`src/rtl/serial_add_pkg.sv`:
```
// rtl/serial_add_pkg.sv - shared constants and state encoding for the serial adder
//
// Purpose: default operand width and FSM state encoding used by serial_add_ctrl.
// Encoding 2'd3 is unused; the controller recovers from it to ST_IDLE.

package serial_add_pkg;

  localparam int DEFAULT_WIDTH = 8;

  typedef enum logic [1:0] {
    ST_IDLE = 2'd0,
    ST_RUN  = 2'd1,
    ST_DONE = 2'd2
  } state_t;

endpackage

```
`src/rtl/full_adder_bit.sv`:
```
// rtl/full_adder_bit.sv - single-bit combinational full-adder cell
//
// Purpose: the one shared adder cell time-multiplexed by serial_add_ctrl.
// Ports:
//   a, b  - operand bits
//   ci    - carry in
//   s     - sum bit
//   co    - carry out

module full_adder_bit (
  input  logic a,
  input  logic b,
  input  logic ci,
  output logic s,
  output logic co
);

  logic p;

  assign p  = a ^ b;
  assign s  = p ^ ci;
  assign co = (a & b) | (ci & p);

endmodule

```
`src/rtl/serial_add_ctrl.sv`:
```
// rtl/serial_add_ctrl.sv - bit-serial adder sequencer around one full-adder cell
//
// Purpose: adds two WIDTH-bit operands LSB-first, one bit per clock, through a
// single full_adder_bit with a carry flip-flop between bit steps.
// Build option: SERIAL_SUB_EN adds a 'sub' input selecting A-B (cout=1 means A>=B).
// Ports:
//   clk, rst_n    - clock, asynchronous active-low reset
//   start         - request, accepted in IDLE or DONE
//   a, b, cin     - operands and carry-in, captured on the accepting edge
//   sub           - (SERIAL_SUB_EN only) subtract select, captured on the accepting edge
//   busy          - high while bits are being processed
//   done          - one-cycle pulse when sum/cout have just been updated
//   sum, cout     - result of the last completed operation

module serial_add_ctrl
  import serial_add_pkg::*;
#(
  parameter int WIDTH = DEFAULT_WIDTH,
  parameter int CNT_W = $clog2(WIDTH + 1)
) (
  input  logic             clk,
  input  logic             rst_n,
  input  logic             start,
  input  logic [WIDTH-1:0] a,
  input  logic [WIDTH-1:0] b,
  input  logic             cin,
`ifdef SERIAL_SUB_EN
  input  logic             sub,
`endif
  output logic             busy,
  output logic             done,
  output logic [WIDTH-1:0] sum,
  output logic             cout
);

  state_t           state, state_nxt;
  logic             accept;
  logic             last_bit;

  logic [WIDTH-1:0] a_sh, b_sh, acc, acc_nxt;
  logic             carry;
  logic [CNT_W-1:0] cnt;

  logic [WIDTH-1:0] b_load;
  logic             c_load;
  logic             fa_s, fa_co;

`ifdef SERIAL_SUB_EN
  // Two's-complement subtract: A + ~B + 1, with the +1 coming from the carry FF.
  assign b_load = sub ? ~b : b;
  assign c_load = sub ? 1'b1 : cin;
`else
  assign b_load = b;
  assign c_load = cin;
`endif

  full_adder_bit u_fa (
    .a  (a_sh[0]),
    .b  (b_sh[0]),
    .ci (carry),
    .s  (fa_s),
    .co (fa_co)
  );

  // New sum bit enters at the MSB; after WIDTH steps bit 0 lands at acc[0].
  assign acc_nxt  = WIDTH'({fa_s, acc} >> 1);
  assign last_bit = (cnt == CNT_W'(WIDTH - 1));

  always_ff @(posedge clk or negedge rst_n) begin
    if (!rst_n) begin
      state <= ST_IDLE;
    end else begin
      state <= state_nxt;
    end
  end

  always_comb begin
    state_nxt = state;
    accept    = 1'b0;
    busy      = 1'b0;
    done      = 1'b0;
    case (state)
      ST_IDLE: begin
        if (start) begin
          accept    = 1'b1;
          state_nxt = ST_RUN;
        end
      end
      ST_RUN: begin
        busy = 1'b1;
        if (last_bit) begin
          state_nxt = ST_DONE;
        end
      end
      ST_DONE: begin
        done = 1'b1;
        if (start) begin
          accept    = 1'b1;
          state_nxt = ST_RUN;
        end else begin
          state_nxt = ST_IDLE;
        end
      end
      default: state_nxt = ST_IDLE;
    endcase
  end

  always_ff @(posedge clk or negedge rst_n) begin
    if (!rst_n) begin
      a_sh  <= '0;
      b_sh  <= '0;
      acc   <= '0;
      carry <= 1'b0;
      cnt   <= '0;
      sum   <= '0;
      cout  <= 1'b0;
    end else if (accept) begin
      a_sh  <= a;
      b_sh  <= b_load;
      carry <= c_load;
      cnt   <= '0;
    end else if (state == ST_RUN) begin
      a_sh  <= a_sh >> 1;
      b_sh  <= b_sh >> 1;
      acc   <= acc_nxt;
      carry <= fa_co;
      cnt   <= cnt + CNT_W'(1);
      // Result registers only move on the final bit so they hold mid-run.
      if (last_bit) begin
        sum  <= acc_nxt;
        cout <= fa_co;
      end
    end
  end

endmodule

```
`config.mk`:
```
export PLATFORM = sky130hd
export DESIGN_NAME = serial_add_ctrl
export DESIGN_NICKNAME = d
export VERILOG_FILES = /design/src/rtl/serial_add_pkg.sv /design/src/rtl/full_adder_bit.sv /design/src/rtl/serial_add_ctrl.sv
export SDC_FILE = /design/constraint.sdc
export NUM_CORES = 1
export LEC_CHECK = 0
export CAP_MARGIN = 20
export CORE_AREA = 2 2 53 67
export DETAILED_ROUTE_END_ITERATION = 10
export DIE_AREA = 0 0 55 69
export PLACE_DENSITY = 0.88
export SLEW_MARGIN = 5
export SYNTH_ARGS = -nofsm -noshare
export SYNTH_HDL_FRONTEND = slang
export SYNTH_SLANG_ARGS = --single-unit
```
`constraint.sdc`:
```
create_clock -name clk -period 3.3 [get_ports clk]
set_clock_uncertainty 0.05 [all_clocks]
set_input_delay 0.33 -clock clk [delete_from_list [all_inputs] [get_ports clk]]
set_output_delay 0.33 -clock clk [all_outputs]
set_load 0.01 [all_outputs]
```
==> run metrics, run 1 <==
root buf cell clkbuf_8; Core Region 3166 sq um; Leakage Power 0.0009334 uW; die area 3795 sq um; Routed Antenna Nets 0; fin nets 210; synth unique cells 25; TritonCTS Buffers 5; power per cell area 943.5 nW/um^2; Worst IR Drop VDD 0.4769 mV; Worst R2R Path Depth 3; die width 55 um; CP startpoint kind flop; status finished clean; CP Data Required Time 2920 ps; worst setup margin 863.3 ps; share of cells above drive strength 1 10.58%; Synth top area share 59.82%; r2r setup slk 1090 ps; critical path class reg -> out; count of final hold-check violations 0; die height 69 um; Synth Flop Type dfrtp_1; # setup viols final 0; Setup TNS 0 ps; Crit Path Max Fanout 26; Synth Net Count 181; vias in the first global route 1306; Slew @ Worst Pin 1033 ps; Worst-path clk slew 70 ps; HP Class in -> async; Post-Syn Area 1632 sq um; # clock sinks 39; drt first pass iters 4; FF+latch area 975.9 sq um; Post-synth EDFFs 0; wire per inst 15.32 um; initial antenna violation count 0; Clock Latency Late Sink 300 ps; Antenna Cells 0; Setup Buffers After CTS 0; Rel. slew slack 31.11%; Multi-input gate area 608.1 sq um; row count 23; DRT Wirelength 3.463 mm; Synth area leaders dfrtp_1 60%, nand2_1 12%, mux2_2 6.2%; I/O Pins 31; Pwr Total 1922 uW; worst slack, placed 1070 ps; via count 1236; Residual DRC 0; CP Launch Point state[1]; clock buffer depth 2; largest net degree at the start of global routing 40; CTS tree done; Starting Density 51.54%; initial DRC count 35; Max-Cap Viols 0; Critical Path Sink busy; # H-tree levels 2; Port Buffers 30; Final period util 73.84%; R2R Path End sum[4]; Crit. End Element output pin; Synth Instances 159; Worst EP arrival 2060 ps; Hold Buf Count CTS 0; synthesized area per cell 10.26 sq um; hpwl dp 2.336 mm; worst reg2reg startpoint state[1]; GPL Wtd Cong 0.7602; Seq/Total Area, Yosys 59.82%; unrepaired setup endpoints after global routing false; first-pass GRT wire length 6.279 mm; post-CTS resize count 0; Async S/R FF share, synth 100.0%; Overall Global Routing Usage 22.67%; synthesis-to-finish area growth 24.85%; fmax 410.4 MHz; gr ovfl total 0; Filler cells 263; fin crit period 2437 ps; DR vias/cell 5.469; number of synthesis warnings 0; Slew Limit Fails 0; FF+latch count, synth 39; Synth area leader dfrtp_1
[synthesized netlist by cell type, drive strengths merged, types with 2 or more instances]
cell and number:
a22o 2, a22oi 2, a31oi 11, and2b 2
buf 3, clkbuf 6, dfrtp 39, mux2 9
nand2 50, nand2b 2, nand3 3, nor2 15
nor3 3, o21ai 2, o22ai 2
[how the worst min path moves through the flow]
stage,startpoint,to,slack (ps)
3_5_place_dp,rst_n,a_sh[5],420
3_3_place_gp,acc[1],acc[1],410
4_1_cts,rst_n,a_sh[4],110
6_report,rst_n,a_sh[3],80
5_1_grt,rst_n,b_sh[5],140
2_1_floorplan,rst_n,a_sh[0],-20
[critical path, cell delays in order, from the launching register on]
cell	delay [ps]
dfrtp_1	380
nand2b_1	620
inv_2	200
clkdlybuf4s50_1	550
[report_power, final]
group	internal (uW)	switching (uW)	leakage (uW)
clock network	191	164	0.0000515
registers	697	147	0.000487
logic	342	382	0.000395
[metrics by stage]
stage,hold slack [ps],std cells,cell area (sq um),utilization [%]
2_1_floorplan,-15.59,159,1632,-
6_report,79.85,226,2037,64.35
3_5_place_dp,424.0,218,1937,61.19
5_1_grt,135.5,226,2037,64.35
4_1_cts,110.1,226,2037,64.35
3_3_place_gp,408.7,218,1937,61.19
[cell type report]
type / count / share of cell area (%)
flip-flops and latches: 39 / 47.91
inverters: 1 / 0.1843
well taps: 37 / 2.273
repair buffers: 31 / 14.86
multi-input cells: 110 / 29.85
clock buffers: 8 / 4.914
[cell usage in the layout, fill, tap and decap left out]
master and instances:
nand3_1 3, clkbuf_1 1, dfrtp_1 39, clkdlybuf4s50_1 29, nand2b_1 2, o22ai_1 2
nor3_1 2, nand4_1 1, buf_2 1, ha_1 1, nor2_1 15, xor2_1 1
nand2_1 50, inv_2 1, o21ai_0 2, fa_1 1, clkbuf_8 7, nand3b_1 1
a31oi_1 11, mux2_2 9, a22oi_1 2, buf_4 1, a21oi_1 1, mux2i_1 1
nor3_4 1, and2b_1 2, a22o_1 2
[sequential cells by signal, indices dropped and copies added, names as in the netlist]
name,flops
acc,7
cnt,4
carry,1
b_sh,8
a_sh,8
sum,8
cout,1
state,2
[per-layer routing]
layer	routed length, um	track usage, %
met4	96	10.03
met2	1857	35.45
met1	1384	28.74
met5	0	0
met3	125	5.844
[cell families after synthesis]
family	Yosys count	synth area share, %
buf+inv	10	2.914
mux	10	6.825
fa+ha+maj	2	1.994
compound gates	20	7.899
simple gates	77	20.02
xor+xnor	1	0.5369
flops	39	59.82
Note: power is estimated with default switching activity, not from simulation.
==> run 2, diff against run 1 <==
CORE_AREA = 2 2 57 72   (was 2 2 53 67)
DIE_AREA = 0 0 59 74   (was 0 0 55 69)
PLACE_DENSITY = 0.81   (was 0.88)
clock period = 2.1 ns   (was 3.3 ns; I/O delays follow)
==> run 2 against run 1 <==
  * Via count fell by 2.2%
  * Clock-buffer cell count fell by 2
  * Utilization is 8.4 points lower
  * Worst hold slack better by 350 ps
  * Final cell count rose by 2.2%
  * Clock power rose by 40%
  * Sequential power increased by 55%
  * Combinational power is 60% higher
  * Critical path depth did not move
  * Critical path type unchanged
  * Critical endpoint unchanged
  * Highest routed layer unchanged
==> run metrics, run 2 (synthesis results as in run 1) <==
status finished clean; Crit. End Element output pin; Worst-path clk slew 70 ps (about the same); critical path class reg -> out; post-CTS resize count 0 (unchanged); clock buffer depth 2 (unchanged); die width 59 um (+7.3%); Crit Path Max Fanout 7 (-73%); fin crit period 1858 ps; share of cells above drive strength 1 11.52% (+0.94 points); die area 4366 sq um (+15%); Routed Antenna Nets 0 (unchanged); Final period util 88.48%; root buf cell clkbuf_8; Slew Limit Fails 0 (unchanged); gr ovfl total 0 (unchanged); DRT Wirelength 3.049 mm (-12%); GPL Wtd Cong 0.6928 (-8.9%); Util after Layout 55.97% (-8.4 points); initial DRC count 48 (+37%); unrepaired setup endpoints after global routing false; Hold Buf Count CTS 1 (+1); vias in the first global route 1149 (-12%); Max-Cap Viols 0 (unchanged); Core Region 3691 sq um (+17%); Worst EP arrival 1600 ps (-460 ps); DP Area 1968 sq um (+1.6%); largest net degree at the start of global routing 40 (unchanged); met2 Use GR 25.80% (-9.6 points); fin nets 213 (+1.4%); drt first pass iters 4 (unchanged); Setup Buffers After CTS 0 (unchanged); # H-tree levels 2 (unchanged); Overall Global Routing Usage 16.19% (-6.5 points); Worst IR Drop VDD 0.7607 mV (+60%); I/O Pins 31 (unchanged); WHS 434.8 ps (+354.9 ps); # setup viols final 0 (unchanged); Residual DRC 0 (unchanged); Starting Density 44.20% (-7.3 points); Clock Latency Late Sink 280 ps (-20 ps); wire per inst 13.20 um (-14%); hpwl dp 2.063 mm (-12%); count of final hold-check violations 0 (unchanged); die height 74 um (+7.2%); most used routing layer met2; Rel. slew slack 44.21% (+13 points); CP startpoint kind flop; via count 1209 (-2.2%); synthesis-to-finish area growth 26.61%; most frequent cells in the layout 50 x nand2_1, 39 x dfrtp_1, 29 x clkdlybuf4s50_1, 15 x nor2_1, 11 x a31oi_1; Pwr Total 2960 uW (+54%); DR vias/cell 5.234 (-4.3%); row count 25 (+8.7%); Slew @ Worst Pin 836.8 ps (-196.6 ps); most common cell after layout, fill and taps aside nand2_1; M1 GR Usage 19.40% (-9.3 points); post-route cell area 2066 sq um (+1.4%); TritonCTS Buffers 5 (unchanged); Setup TNS 0 ps (unchanged); Regs by FF count a_sh: 8 flops, b_sh: 8 flops, sum: 8 flops; CP Data Required Time 1840 ps (-1080 ps); Antenna Cells 0 (unchanged); first-pass GRT wire length 5.195 mm (-17%); initial antenna violation count 0 (unchanged); Filler cells 331 (+26%); power per cell area 1433 nW/um^2 (+52%); Leakage Power 0.0009484 uW (+1.6%); M3 GR Usage 4.522% (-1.3 points); CTS tree done; Port Buffers 30 (unchanged); fmax 538.2 MHz; HP Class reg -> reg; # clock sinks 39 (unchanged)
## run 2: cell count changes in the layout (fill, tap and decap cells not counted)
cell,change
buf_4,+1
dlygate4sd3_1,+1
buf_12,+1
clkbuf_8,-1
clkinv_2,+1
clkbuf_1,-1
## run 2: routing by layer
layer / vias to the layer above / routed length (um)
li1: 591 / -
met1: 582 / 1379
met2: 29 / 1416
met3: 7 / 174
met4: 0 / 78
met5: - / 0
## run 2: final cells by class
type                            instances  area, sq um  area share, %
Inverter                                1        3.754         0.1817
Timing Repair Buffer                   34        340.3          16.47
Clock buffer                            6        82.58          3.998
Tap cell                               40        50.05          2.423
Multi-Input combinational cell        110        608.1          29.44
Clock inverter                          1        5.005         0.2423
Sequential cell                        39        975.9          47.24
## run 2: final timing paths
check                          from       to  slack [ps]  cells past startpoint
max                        state[1]     busy         240                      3
min in group asynchronous     rst_n  a_sh[4]         510                      2
min reg2reg                  acc[1]   acc[1]         430                      2
max reg2reg                state[1]   sum[4]         390                      3
max in group asynchronous     rst_n   cnt[0]         970                      2
min                          acc[1]   acc[1]         430                      2
## run 2: critical path: stages, from the launching register on
cell and delay (ps):
dfrtp_1 380, nand2b_1 290, inv_2 110, clkdlybuf4s50_1 530
## run 2: per-stage QoR
stage               cells  setup WS (ps)
floorplan             159          588.6
global placement      223          434.1
detailed placement    223          379.7
CTS                   231          220.7
global route          231          129.2
finish                231          241.9
## run 2: report_power, final
group	total, uW	switching, uW	internal (uW)
Combinational	1160	589	567
Sequential	1310	212	1100
Clock	496	239	257
Total	2960	1040	1920
==> run 3, diff against run 2 <==
--- a/config.mk
+++ b/config.mk
@@ -8,6 +8,8 @@
 export CAP_MARGIN = 20
-export CORE_AREA = 2 2 57 72
+export CELL_PAD_IN_SITES_DETAIL_PLACEMENT = 1
+export CELL_PAD_IN_SITES_GLOBAL_PLACEMENT = 1
+export CORE_AREA = 2 2 65 82
 export DETAILED_ROUTE_END_ITERATION = 10
-export DIE_AREA = 0 0 59 74
-export PLACE_DENSITY = 0.81
+export DIE_AREA = 0 0 67 84
+export PLACE_DENSITY = 0.8
 export SLEW_MARGIN = 5
==> constraint.sdc (replaced) <==
create_clock -name clk -period 2.1 [get_ports clk]
set_clock_uncertainty 0.05 [all_clocks]
set_input_delay 0.63 -clock clk [delete_from_list [all_inputs] [get_ports clk]]
set_output_delay 0.63 -clock clk [all_outputs]
set_load 0.05 [all_outputs]
==> run 3 against run 2 <==
  * Critical path depth did not move
  * Global-route usage fell by 2.4 points
  * Clock-buffer cell count is 1 lower
  * Cell area grew 2.0%
==> run metrics, run 3 (synthesis results as in run 1) <==
max incr delay on CP 390 ps (-140 ps); DR vias/cell 4.798 (-8.3%); HP Class in -> async; TritonCTS Buffers 5 (unchanged); CP delay by family, top flip-flops; DRT Wirelength 3.527 mm (+16%); Clock power frac 15.0% (-1.8 points); Sw Share 41.69% (+6.6 points); critical path class reg -> out; Routed Antenna Nets 0 (unchanged); fmax 529.9 MHz (-1.5%); most frequent cells in the layout 50 x nand2_1, 39 x dfrtp_1, 18 x clkdlybuf4s50_1, 15 x nor2_1, 15 x buf_4; Regs by FF count a_sh: 8 flops, b_sh: 8 flops, sum: 8 flops; Worst R2R Path Depth 4 (+1); Seq pwr share 40.3% (-3.9 points); clock buffer depth 2 (unchanged); worst setup margin 212.8 ps (-29.11 ps); fin crit period 1887 ps (+29.11 ps); I/O Pins 31 (unchanged); CP Data Required Time 1420 ps (-420 ps); power per cell area 1545 nW/um^2 (+7.8%); count of final hold-check violations 0 (unchanged); worst slack, placed 255.6 ps (-124.2 ps); cell depth of the worst setup path 3 (unchanged); Antenna Cells 0 (unchanged); hpwl dp 2.480 mm (+20%); root buf cell clkbuf_8; Setup TNS 0 ps (unchanged); CP Cell Sequence nand2b_1 -> inv_2 -> buf_12; largest net degree at the start of global routing 28 (-30%); CP max stage cell dfrtp_1; Worst-path clk slew 70 ps (about the same); post-CTS resize count 0 (unchanged); Final period util 89.87% (+1.4 points); Worst IR Drop VDD 0.8800 mV (+16%); Leakage Power 0.0009862 uW (+4.0%); WHS 214.5 ps (-220.3 ps); GPL Wtd Cong 0.7214 (+4.1%); Crit. End Element output pin; via count 1233 (+2.0%); Comb pwr share 44.8% (+5.7 points); row count 29 (+16%); vias in the first global route 1286 (+12%); # H-tree levels 2 (unchanged); Overall Global Routing Usage 13.83% (-2.4 points); Core Region 4935 sq um (+34%); Net Switching 1357 uW (+30%); Slew @ Worst Pin 426.1 ps (-410.7 ps); initial DRC count 45 (-6.3%); Crit Path Max Fanout 4 (-3); first-pass GRT wire length 5.775 mm (+11%); R2R Path End cout; Rel. slew slack 71.60% (+27 points); Worst EP arrival 1210 ps (-390 ps); CP Launch Point state[1]; CP startpoint kind flop; Slew Limit Fails 0 (unchanged); die area 5628 sq um (+29%); share of cells above drive strength 1 19.49% (+8.0 points); Clock Latency Late Sink 290 ps (about the same); r2r setup slk 550 ps (+160 ps); Hold Buf Count CTS 0 (-1); Pwr Total 3256 uW (+10%); Residual DRC 0 (unchanged); die height 84 um (+14%); status finished clean; unrepaired setup endpoints after global routing false; synthesis-to-finish area growth 29.14%; Max-Cap Viols 0 (unchanged); CTS tree done; worst reg2reg startpoint state[1]; Port Buffers 30 (unchanged); # clock sinks 39 (unchanged); Starting Density 33.06% (-11 points); initial antenna violation count 0 (unchanged); fin nets 216 (+1.4%); internal power 1898 uW (-1.1%); most common cell after layout, fill and taps aside nand2_1; Setup Buffers After CTS 0 (unchanged); die width 67 um (+14%); wire per inst 13.72 um (+4.0%); CP bufs+invs 2 (unchanged); Critical Path Sink busy; drt first pass iters 4 (unchanged); # setup viols final 0 (unchanged); gr ovfl total 0 (unchanged)
run 3: changes by cell type in the layout (fill, tap and decap cells not counted):
cell / previous run / this run
clkbuf_8: 6 / 5
buf_4: 2 / 15
buf_12: 1 / 3
clkinv_2: 1 / 3
dlygate4sd3_1: 1 / 0
clkdlybuf4s50_1: 29 / 18
run 3: through the flow:
step,instance area [sq um],cells,utilization (%)
CTS,2107,257,42.70
floorplan,1632,159,-
global route,2107,257,42.70
detailed placement,2023,249,41.00
finish,2107,257,42.70
global placement,2023,249,41.00
run 3: worst reg2reg max path: cells and delay by family (launching register included):
family,cells,cell delay [ps]
and+or+nand+nor,2,440
DFF,1,390
muxes,1,350
buffers and inverters,1,200
run 3: how the worst min path moves through the flow:
stage / to / slack [ps] / startpoint
after detailed placement: acc[1] / 410 / acc[1]
after global placement: acc[1] / 400 / acc[1]
after global routing: a_sh[5] / 230 / rst_n
after floorplan: a_sh[0] / 280 / rst_n
after CTS: a_sh[5] / 220 / rst_n
final: a_sh[5] / 210 / rst_n
run 3: final cells by class:
| cell class | count | area [sq um] |
|---|---|---|
| fillers | 580 | 2828 |
| flip-flops and latches | 39 | 975.9 |
| multi-input cells | 110 | 608.1 |
| repair buffers | 37 | 357.8 |
| well taps | 62 | 77.57 |
| clock buffers | 5 | 68.82 |
| clock inverters | 3 | 15.01 |
| inverters | 1 | 3.754 |
run 3: power by group through the flow:
stage	clock, uW	sequential (uW)	combinational, uW
3_3_place_gp	0	1320	1440
2_1_floorplan	0	1540	784
4_1_cts	509	1320	1490
6_report	488	1310	1460
5_1_grt	543	1360	1610
3_5_place_dp	0	1330	1480
run 3: routing by layer:
metal	wire [um]	up-vias	track usage [%]
met5	0	-	0
met4	59	0	6.122
met2	1773	25	22.23
li1	-	596	-
met3	159	6	4.049
met1	1535	606	16.78
==> edit 1 (config.mk and constraints of run 3) <==
The option `SERIAL_SUB_EN` is turned on by a define.
--- a/src/rtl/serial_add_ctrl.sv
+++ b/src/rtl/serial_add_ctrl.sv
@@ -11,6 +11,8 @@
 //   busy          - high while bits are being processed
 //   done          - one-cycle pulse when sum/cout have just been updated
 //   sum, cout     - result of the last completed operation
+
+`define SERIAL_SUB_EN
 
 module serial_add_ctrl
   import serial_add_pkg::*;
Interface: changed (added sub); port bits go from 31 to 32. No check against the original RTL was run, so the function may have changed too.
==> edit 1 against run 3 <==
Synthesized area rose by 5.5%. Final area rose by 6.5%. Sequential cell count did not move. Wire length rose by 10%. Setup slack got worse by 8.2 ps. Total power rose by 9.6%.
==> edit 1: results (changes against run 3) <==
Synth Warn #=0 (unchanged); slew margin rel.=64.8% (-6.8 points); synth unique cells=28 (+12%); Nets=228 (+5.6%); DR iter-0 viols=85 (+89%); IO Port Bufs=31 (+3.3%); first-pass GRT wire length=6.88 mm (+19%); largest net degree at the start of global routing=30 (+7.1%); Detailed Route WL=3.88 mm (+10%); Post-DP HPWL=2.80 mm (+13%); layout cells sized above 1=19.4% (-0.070 points); Avg Vias per Cell=4.89 (+2.0%); syn nets=192 (+6.1%); Final Wtd Congestion=0.764 (+5.8%); sw frac=40.5% (-1.1 points); slowest stage cell, crit path=dfrtp_1; asr flop ratio synth=100% (unchanged); top cells by count, synth=nand2_1 (51), dfrtp_1 (39), nor2_1 (16), a31oi_1 (11), mux2_2 (10); number of global-route vias before repair=1,399 (+8.8%); worst hold path class=in2async; largest registers=a_sh: 8 flops, b_sh: 8 flops, sum: 8 flops; outcome=complete, no violations; top post-synthesis cells by area=dfrtp_1 (57%), nand2_1 (11%), mux2_2 (6.5%); Global Route Usage Sum=16.3% (+2.4 points); pre-CTS worst setup slack=231 ps (-24.4 ps); Placement Cell Area=0.00213 mm^2 (+5.1%); Seq/Total Area, Yosys=56.7% (-3.1 points); maximum VDD drop=0.000585 V (-34%); Lkg Pwr=0.00105 uW (+6.4%)
## edit 1: kinds of logic after synthesis
group	synth area share [%]
flops	56.7
simple gates	18.3
fa+ha+maj	1.89
compound gates	7.41
xor+xnor	4.58
mux	7.70
buf+inv	3.41
## edit 1: worst paths after layout
path	startpoint	depth (start not counted)	slack, ps	end
min in group clk	acc[1]	2	440	acc[1]
worst max-delay path	state[1]	3	200	busy
worst min register to register	acc[1]	2	440	acc[1]
worst min-delay path	rst_n	1	230	state[0]
max in group asynchronous	rst_n	2	1300	a_sh[3]
worst max register to register	state[1]	5	390	carry
## edit 1: final cells by class
cell class                      count  area (um^2)
Sequential cell                    39          976
Tap cell                           62         77.6
Inverter                            1         3.75
Clock buffer                        6         82.6
Multi-Input combinational cell    118          687
Timing Repair Buffer               40          383
Clock inverter                      2         35.0
Fill cell                         579         2690
## edit 1: critical path: cells and delay by family (launching register included)
kind | cells | cell delay (ps)
DFF | 1 | 390
buffers and inverters | 2 | 310
and+or+nand+nor | 1 | 230
## edit 1: power groups by stage
stage / Clock [uW] / Combinational [uW] / Sequential (uW)
2_1_floorplan: 0 / 874 / 1550
3_3_place_gp: 0 / 1530 / 1320
3_5_place_dp: 0 / 1600 / 1350
4_1_cts: 660 / 1620 / 1340
5_1_grt: 689 / 1780 / 1380
6_report: 649 / 1580 / 1330
## edit 1: layer usage
| metal | part of all wire [%] | global-route usage [%] | vias to the layer above |
|---|---|---|---|
| met5 | 0 | 0 | - |
| met4 | 1.3 | 4.45 | 0 |
| met3 | 3.5 | 3.78 | 6 |
| met2 | 53 | 27.0 | 28 |
| met1 | 42 | 20.9 | 652 |
| li1 | - | - | 625 |
## edit 1: metrics by stage
step	util, %	cells	hold slack (ps)	total power [uW]
after global routing	45.5	268	250	3850
after detailed placement	43.1	260	421	2950
after floorplan	-	169	284	2420
after CTS	45.5	268	238	3620
after global placement	43.1	260	405	2850
final	45.5	268	230	3570
==> edit 2 (config.mk and constraints of run 3) <==
Without the edit above. Re-encode `state_t` (3 states) as one-hot, 3 bits wide.
--- a/src/rtl/serial_add_pkg.sv
+++ b/src/rtl/serial_add_pkg.sv
@@ -7,10 +7,10 @@
 
   localparam int DEFAULT_WIDTH = 8;
 
-  typedef enum logic [1:0] {
-    ST_IDLE = 2'd0,
-    ST_RUN  = 2'd1,
-    ST_DONE = 2'd2
+  typedef enum logic [2:0] {
+    ST_IDLE = 3'b001,
+    ST_RUN  = 3'b010,
+    ST_DONE = 3'b100
   } state_t;
 
 endpackage
Formal check against the unedited RTL: same outputs for any inputs over 10 cycles, from zero or initial values and one cycle with rst_n low; not proved beyond that.
==> edit 2 against run 3 <==
Setup slack lost 150 ps. Total power shrank 19%. Synthesized area grew 9.4%. Combinational power shrank 37%. Final area grew 8.8%. Count of clock-buffer cells in the layout grew 1. Sequential cell count grew 1. Wire length shrank 2.3%.
==> edit 2: results (changes against run 3) <==
Synth Register Bits=40 (+2.6%); hold_ws=227 ps (+12.7 ps); Placement Cell Area=0.00218 mm^2 (+7.7%); PnR worst setup slack=65.5 ps (-147 ps); Area growth, synth to finish=28.5%; #MultiIn Comb=88 (-20%); Lkg Pwr=0.00108 uW (+10%); Avg Vias per Cell=4.77 (-0.50%); Post-DP HPWL=2.67 mm (+7.5%); Seq/total area=43.7% (-2.6 points); worst reg2reg endpoint=b_sh[1]; Final Wtd Congestion=0.785 (+8.8%); Global Route Usage Sum=14.5% (+0.67 points); xor-xnor portion of the synthesized cell area=0.491% (-0.046 points); ClkCell Share=4.04% (+0.058 points); pre-CTS worst setup slack=-95.6 ps (-351 ps); Reg2Reg Setup Slack=340 ps (-210 ps); reg2reg start=state[2]; slew margin rel.=69.7% (-1.9 points); first-pass GRT wire length=6.07 mm (+5.0%); Synth Area in Adders=1.82% (-0.17 points); Clock Power Share=19.8% (+4.8 points); Post-Synthesis Cells=140 (-12%); sw frac=30.1% (-12 points); fin cells=243 (-5.4%); DR iter-0 viols=47 (+4.4%); outcome=complete, no violations
==> edit 2: changes by cell type after synthesis, moves of 3 or more <==
cell / change
mux2_2: +30
clkbuf_1: -5
nor2_1: -14
or3_1: +3
a31oi_1: -11
nand2_1: -23
inv_1: +5
==> edit 2: per-layer routing <==
| metal | track usage (%) | part of all wire, % | vias up |
|---|---|---|---|
| li1 | - | - | 555 |
| met1 | 15.8 | 38 | 572 |
| met2 | 25.6 | 55 | 27 |
| met3 | 4.18 | 4.4 | 6 |
| met4 | 5.75 | 2.2 | 0 |
| met5 | 0 | 0 | - |
==> edit 2: timing repair <==
action | CTS | global route
pin swaps | 0 | 0
hold buffers | 0 | 0
gates resized for setup | 2 | 1
setup endpoints to repair | 1 | 1
setup buffers | 2 | 0
==> edit 2: worst max path at each step <==
stage | end | cells past startpoint
2_1_floorplan | busy | 5
3_3_place_gp | a_sh[0] | 5
3_5_place_dp | b_sh[1] | 5
4_1_cts | busy | 3
5_1_grt | busy | 3
6_report | busy | 3
